`config.mk`:
```
export PLATFORM = sky130hd
export DESIGN_NAME = wb_timer
export DESIGN_NICKNAME = d
export VERILOG_FILES = /design/src/rtl/wb_timer.sv
export SDC_FILE = /design/constraint.sdc
export NUM_CORES = 1
export LEC_CHECK = 0
export CAP_MARGIN = 25
export CORE_UTILIZATION = 53
export CTS_BUF_LIST = sky130_fd_sc_hd__clkbuf_4 sky130_fd_sc_hd__clkbuf_8 sky130_fd_sc_hd__clkbuf_16
export CTS_CLUSTER_DIAMETER = 40
export DETAILED_ROUTE_END_ITERATION = 6
export PLACE_DENSITY_LB_ADDON = 0.12
export SYNTH_ARGS = -nofsm -noshare
export SYNTH_HDL_FRONTEND = slang
export SYNTH_SLANG_ARGS = --single-unit
export TNS_END_PERCENT = 20
```
`constraint.sdc`:
```
create_clock -name clk -period 3 [get_ports clk]
set_input_delay 0.45 -clock clk [delete_from_list [all_inputs] [get_ports clk]]
set_output_delay 0.45 -clock clk [all_outputs]
set_load 0.03 [all_outputs]
```
`src/rtl/wb_timer.sv`:
```
// wb_timer: bus-mapped 32-bit down-counter with prescaler, auto-reload and a
// level interrupt. Registers are selected by io_bus_addr[3:2].
module wb_timer #(
    parameter int PRESCALE = 1
) (
    input  logic        clk,
    input  logic        reset,
    input  logic [31:0] io_bus_addr,
    input  logic [31:0] io_bus_dat2,
    output logic [31:0] io_bus_dat4,
    input  logic        io_bus_sel,
    input  logic        io_bus_we,
    output logic        io_bus_ack,
    output logic        io_irq
);

    typedef enum logic [1:0] {
        REG_CTRL   = 2'd0,
        REG_LOAD   = 2'd1,
        REG_COUNT  = 2'd2,
        REG_STATUS = 2'd3
    } reg_addr_e;

    localparam logic [15:0] PRESCALE_LAST = 16'(PRESCALE - 1);

    logic        ack_q;
    logic [31:0] rdata_q;
    logic        ctrl_enable;
    logic        ctrl_auto_reload;
    logic        ctrl_irq_en;
    logic [31:0] load_q;
    logic [31:0] count_q;
    logic        status_expired;
    logic [15:0] presc_cnt;

    reg_addr_e   reg_sel;
    logic        accept;
    logic        wr_en;
    logic        rd_en;
    logic        wr_ctrl;
    logic        wr_load;
    logic        wr_count;
    logic        wr_status;
    logic        tick;
    logic        count_tick;
    logic        expire;
    logic [31:0] read_mux;
    logic        unused_addr_bits;

    // Only bits [3:2] select a register; the rest of the address is ignored.
    assign unused_addr_bits = ^{io_bus_addr[31:4], io_bus_addr[1:0]};
    assign reg_sel          = reg_addr_e'(io_bus_addr[3:2]);

    // Bus decode plus tick/expiry qualification; a COUNT write masks the tick.
    always_comb begin
        accept     = io_bus_sel & ~ack_q;
        wr_en      = accept & io_bus_we;
        rd_en      = accept & ~io_bus_we;
        wr_ctrl    = wr_en && (reg_sel == REG_CTRL);
        wr_load    = wr_en && (reg_sel == REG_LOAD);
        wr_count   = wr_en && (reg_sel == REG_COUNT);
        wr_status  = wr_en && (reg_sel == REG_STATUS);
        tick       = ctrl_enable && (presc_cnt == PRESCALE_LAST);
        count_tick = tick && !wr_count;
        expire     = count_tick && (count_q == 32'd0);
    end

    // Read multiplexer over the pre-edge register values.
    always_comb begin
        read_mux = 32'd0;
        case (reg_sel)
            REG_CTRL:   read_mux = {29'd0, ctrl_irq_en, ctrl_auto_reload, ctrl_enable};
            REG_LOAD:   read_mux = load_q;
            REG_COUNT:  read_mux = count_q;
            REG_STATUS: read_mux = {31'd0, status_expired};
            default:    read_mux = 32'd0;
        endcase
    end

    // One-cycle ack after each accepted request; read data is held only for reads.
    always_ff @(posedge clk) begin
        if (reset) begin
            ack_q   <= 1'b0;
            rdata_q <= 32'd0;
        end else begin
            ack_q   <= accept;
            rdata_q <= rd_en ? read_mux : 32'd0;
        end
    end

    // Prescaler runs only while enabled and restarts on every COUNT write.
    always_ff @(posedge clk) begin
        if (reset) begin
            presc_cnt <= 16'd0;
        end else if (!ctrl_enable || wr_count) begin
            presc_cnt <= 16'd0;
        end else if (presc_cnt == PRESCALE_LAST) begin
            presc_cnt <= 16'd0;
        end else begin
            presc_cnt <= presc_cnt + 16'd1;
        end
    end

    // CTRL: bus write beats the one-shot expiry clearing enable.
    always_ff @(posedge clk) begin
        if (reset) begin
            ctrl_enable      <= 1'b0;
            ctrl_auto_reload <= 1'b0;
            ctrl_irq_en      <= 1'b0;
        end else if (wr_ctrl) begin
            ctrl_enable      <= io_bus_dat2[0];
            ctrl_auto_reload <= io_bus_dat2[1];
            ctrl_irq_en      <= io_bus_dat2[2];
        end else if (expire && !ctrl_auto_reload) begin
            ctrl_enable <= 1'b0;
        end
    end

    // LOAD only feeds COUNT at the next reload.
    always_ff @(posedge clk) begin
        if (reset) begin
            load_q <= 32'd0;
        end else if (wr_load) begin
            load_q <= io_bus_dat2;
        end
    end

    // COUNT: bus write wins; otherwise decrement, reload at zero, or hold at zero.
    always_ff @(posedge clk) begin
        if (reset) begin
            count_q <= 32'd0;
        end else if (wr_count) begin
            count_q <= io_bus_dat2;
        end else if (count_tick) begin
            if (count_q != 32'd0) begin
                count_q <= count_q - 32'd1;
            end else if (ctrl_auto_reload) begin
                count_q <= load_q;
            end
        end
    end

    // STATUS.expired: expiry set wins over a same-edge write-one-to-clear.
    always_ff @(posedge clk) begin
        if (reset) begin
            status_expired <= 1'b0;
        end else if (expire) begin
            status_expired <= 1'b1;
        end else if (wr_status && io_bus_dat2[0]) begin
            status_expired <= 1'b0;
        end
    end

    assign io_bus_ack  = ack_q;
    assign io_bus_dat4 = rdata_q;
    assign io_irq      = status_expired & ctrl_irq_en;

endmodule

```
# == After elaboration in Yosys (flattened, before gate mapping) ==
# Cells that the tools add are included.
# totals
ff_bits,117
word_cells,54
# op_classes
n_addsub,2
n_eq_ne,3
mux,9
bitwise,7
reduce_logical,24
# op_table
cell,count
$mux 32,4
$pmux 32 s4,1
$logic_not 32->1,1
$reduce_bool 32->1,1
$sub 32x1->32 const B,1
$add 16x1->16 const B,1
$logic_not 16->1,1
$logic_and 1x1->1,9
$reduce_bool 2->1,3
$and 1x1->1,4
$eq 2x2->1 const B,2
$mux 1,4
$logic_not 1->1,3
$not 1->1,3
$reduce_bool 3->1,1
$reduce_or 3->1,1
$eq 2x1->1 const B,1
$logic_not 2->1,1
$reduce_and 2->1,1
$reduce_or 2->1,1
$logic_or 1x1->1,1

# == Logic depth before layout (Yosys ltp) ==
# depth
depth_word,10
ltp_mapped,11
depth_no_buf,8

# == Worst setup path before layout ==
# No wires, ideal clock.
# synth_timing
path_type,register -> register
from,reg count_q[24]
to,reg count_q[10]
t_arrival_ps,2540
slack_ps,333
path_stages_with_launch,9
path_buffers,2
cell_sequence,dfxtp_1 > or4_4 > or4_4 > or4_1 > buf_2 > buf_2 > mux2i_1 > a222oi_1 > nor2_1
# synth_between
elab_chain_len,4
word_cells_on_any_way,6
classes_between,3 x mux; 3 x reduce/logical
# synth_rtl
element,line,rtl
from (decl),32,logic [31:0] count_q;
from (signal assigned),133,count_q <= io_bus_dat2;
from (signal assigned),136,count_q <= count_q - 32'd1;
from (signal assigned),138,count_q <= load_q;
$reduce_bool 32->1 *,135,if (count_q != 32'd0) begin
$mux 32,135,
$mux 32,134,end else if (count_tick) begin
$mux 32,132,end else if (wr_count) begin
# Every way passes the cells marked *; elsewhere a longest branch is shown, timed or not. The select of a mux whose other input is x is not followed.
# A chain may end at the register's enable or synchronous reset.

# == Worst setup path after layout ==
# layout_timing
from,reg count_q[26]
to,reg count_q[24]
# The elaborated chain is that of the path after synthesis.

==> metrics.txt <==
CTS resizes=0; H-tree depth=4; Clk Latency, worst-skew pair=~0.53 ns; CTS max path bufs=2; GP Congestion=about 0.9; WS Path Type=flip-flop to flip-flop; Seq/Total Area, Yosys=between 40 and 50%; GRT overflow=0; WP data arrival=approximately 3.3 ns; Max Clock Skew=about 0.012 ns; power per cell area=roughly 640 mW/mm^2; WHS Path Cells=2; drt wl/cell=approximately 16 microns; top-count cell post-synth=nand2_1; slew of the pin with the lowest slew margin=0.852 ns; Worst Path Max Fanout=36; relative slew slack=43.1%; die area=around 0.011 sq mm; DIE HEIGHT=between 100 and 150 microns; # rows=37; core footprint=a little over 0.01 sq mm; post-route setup TNS=0 ns; crit path launch type=flip-flop; Tmin final=between 2 and 3 ns; Final setup viols=0; status=finished, final reports clean; Post-DP HPWL=10,100 microns; CTS tree=yes; r2r endpoint=count_q[24]; synth top area cells=dfxtp_1 41%, nand2_1 9.9%, nor2_1 6.5%; top cell type by total area after synthesis=dfxtp_1; clk sinks=between 100 and 150; antenna fix cells=0; port bufs=around 70; Layout Nets=~860; hold endpoint=ctrl_auto_reload; R2R cell count=7; Final Cycle Share=roughly 96%; Slew Limit Fails=0; worst endpoint required time=about 3.4 ns; Leak Pwr=between 0.002 and 0.003 uW; ratio of cells with drive above 1 in the final layout=a little under a tenth; Synth-to-Final Area Change=26.2%; CTS Root Cell=clkbuf_8; Main synth FF type=dfxtp_1; final instance area=0.00713 sq mm; area of placed instances=between 0.006 and 0.007 sq mm; Hold Path Class=input pin to flip-flop; total track usage=28.7%; fraction of registers with async set/reset=0%; Routed WL=~15,000 microns; Starting DRT DRC Count=417; f_max=0.347 GHz; nature of the critical path endpoint=flip-flop; CTS buffer count=17; setup bufs post-CTS=0; Reg clk slew, reported paths=0.06 ns; EDFF count, synth=0; reg-to-reg startpoint=count_q[26]; Max-cap violations=0; fin util=between 60% and 70%; post-synth cell types=between 50 and 60; Post-synth top cells=149 x nand2_1, 117 x dfxtp_1, 98 x nor2_1; detailed-route via count=5,447; Yosys Warn Count=0; largest net degree at the start of global routing=57; Synth Net Count=roughly 800; r2r setup slk=~0.12 ns; starting density of the core=54.7%; top cell type's share of synthesized area=41.5%; RSZ-0062 raised after global routing=false; Hold-fix buffers, CTS=0; drt first pass iters=5; Hold Crit Start=reset; Final ANT Viol Nets=0; routed vias/inst=5.79; die width=around 110 microns; Synth Cell Area=~0.0056 sq mm; initial antenna violation count=0; peak supply drop=between 0.4 and 0.5 mV; synthesized area per cell=about 8 sq um; synthesized flop and latch total=roughly 120; total power=4570 uW; first-pass GRT wire length=about 25,000 microns; Mapped Cells=726; vias in the first global route=slightly above 5,000; IO Count=102; Remaining DRCs=0; Fin. Hold Viols=0
==> cells by family (layout without fill, tap and decap cells) <==
logic type               count (synthesis)  in the layout  synth area share, %
AO/OA/AOI/OAI                          147            147                 16.8
multiplexers                            12             12                 2.37
AND/OR/NAND/NOR                        352            352                 28.8
XOR/XNOR                                33             33                 5.12
buffers and inverters                   61            140                 4.50
flip-flops                             117            117                 41.5
adder cells (fa/ha/maj)                  4              4                0.887
==> layout make-up <==
class                      instances  area (sq um)
tap                              136           170
inverter                           8          30.0
timing repair buffer             100           936
clock inverter                     8          96.3
sequential                       117          2340
fill                             853          3200
multi-input combinational        548          3050
clock buffer                      24           498
==> worst max-delay path by stage <==
| stage | startpoint | end | slack (ns) | cells after the start |
|---|---|---|---|---|
| 6_report | count_q[26] | count_q[24] | 0.12 | 7 |
| 5_1_grt | count_q[26] | count_q[24] | 0.02 | 7 |
| 4_1_cts | count_q[26] | count_q[24] | 0.13 | 7 |
| 3_5_place_dp | count_q[24] | count_q[24] | 0.14 | 7 |
| 3_3_place_gp | count_q[24] | count_q[26] | 0.19 | 7 |
| 2_1_floorplan | count_q[24] | count_q[10] | 0.33 | 8 |
==> worst max-delay path: stages, from the launching register on <==
cell      delay, ns
dfxtp_1        0.35
or4_4          0.53
or4_4          0.47
or4_1          0.49
buf_12         0.21
o21a_1         0.31
a211oi_1       0.27
a211oi_1       0.09
==> metal layers <==
layer / up-vias / share of wire (%) / global-route usage (%)
li1: 2649 / - / -
met1: 2532 / 42 / 35.5
met2: 241 / 48 / 47.7
met3: 25 / 8.2 / 8.36
met4: 0 / 1.6 / 9.15
met5: - / 0 / 0
==> power by group <==
| group | switching [uW] | total, uW | internal, uW |
|---|---|---|---|
| sequential | 43.8 | 1630 | 1590 |
| combinational | 551 | 942 | 392 |
| clock | 694 | 2000 | 1300 |
==> layout by cell type, fill, tap and decap left out, types with 3 or more instances in the layout <==
cell type        instances
a211oi_1                 5
mux2i_1                 10
and3_1                   8
nand2_1                149
nand3_1                 13
o21ai_0                  4
dfxtp_1                117
a22oi_1                 33
clkbuf_16               16
buf_4                   28
clkinv_2                 4
clkbuf_8                 6
nor2_1                  98
xor2_1                  13
o21a_1                   3
a211o_1                 10
or4_1                    4
or3b_1                  10
nor3_1                  10
o2bb2ai_1                3
inv_1                    8
nand4_1                  5
or2_2                    3
a31oi_1                  3
xnor2_1                 20
and2_1                   5
clkdlybuf4s50_1         70
nor4b_1                  3
or3_1                    7
nor4_1                  21
ha_1                     4
a21oi_1                 69
o31ai_1                  3
o22ai_1                  3
==> registers in the layout (all words and copies together), names as in the netlist <==
register          flops
count_q              32
ctrl_auto_reload      1
ctrl_enable           1
ctrl_irq_en           1
io_bus_ack            1
io_bus_dat4          32
load_q               32
presc_cnt            16
status_expired        1
==> metrics by stage <==
stage                     hold slack [ns]  std cells  setup slack (ns)
after global placement              0.453        909             0.191
after floorplan                     0.442        726             0.333
after detailed placement            0.462        909             0.138
final                               0.319        941             0.121
after global routing                0.301        941            0.0245
after CTS                           0.288        941             0.128
No activity file was read; power rests on OpenSTA's default activity.
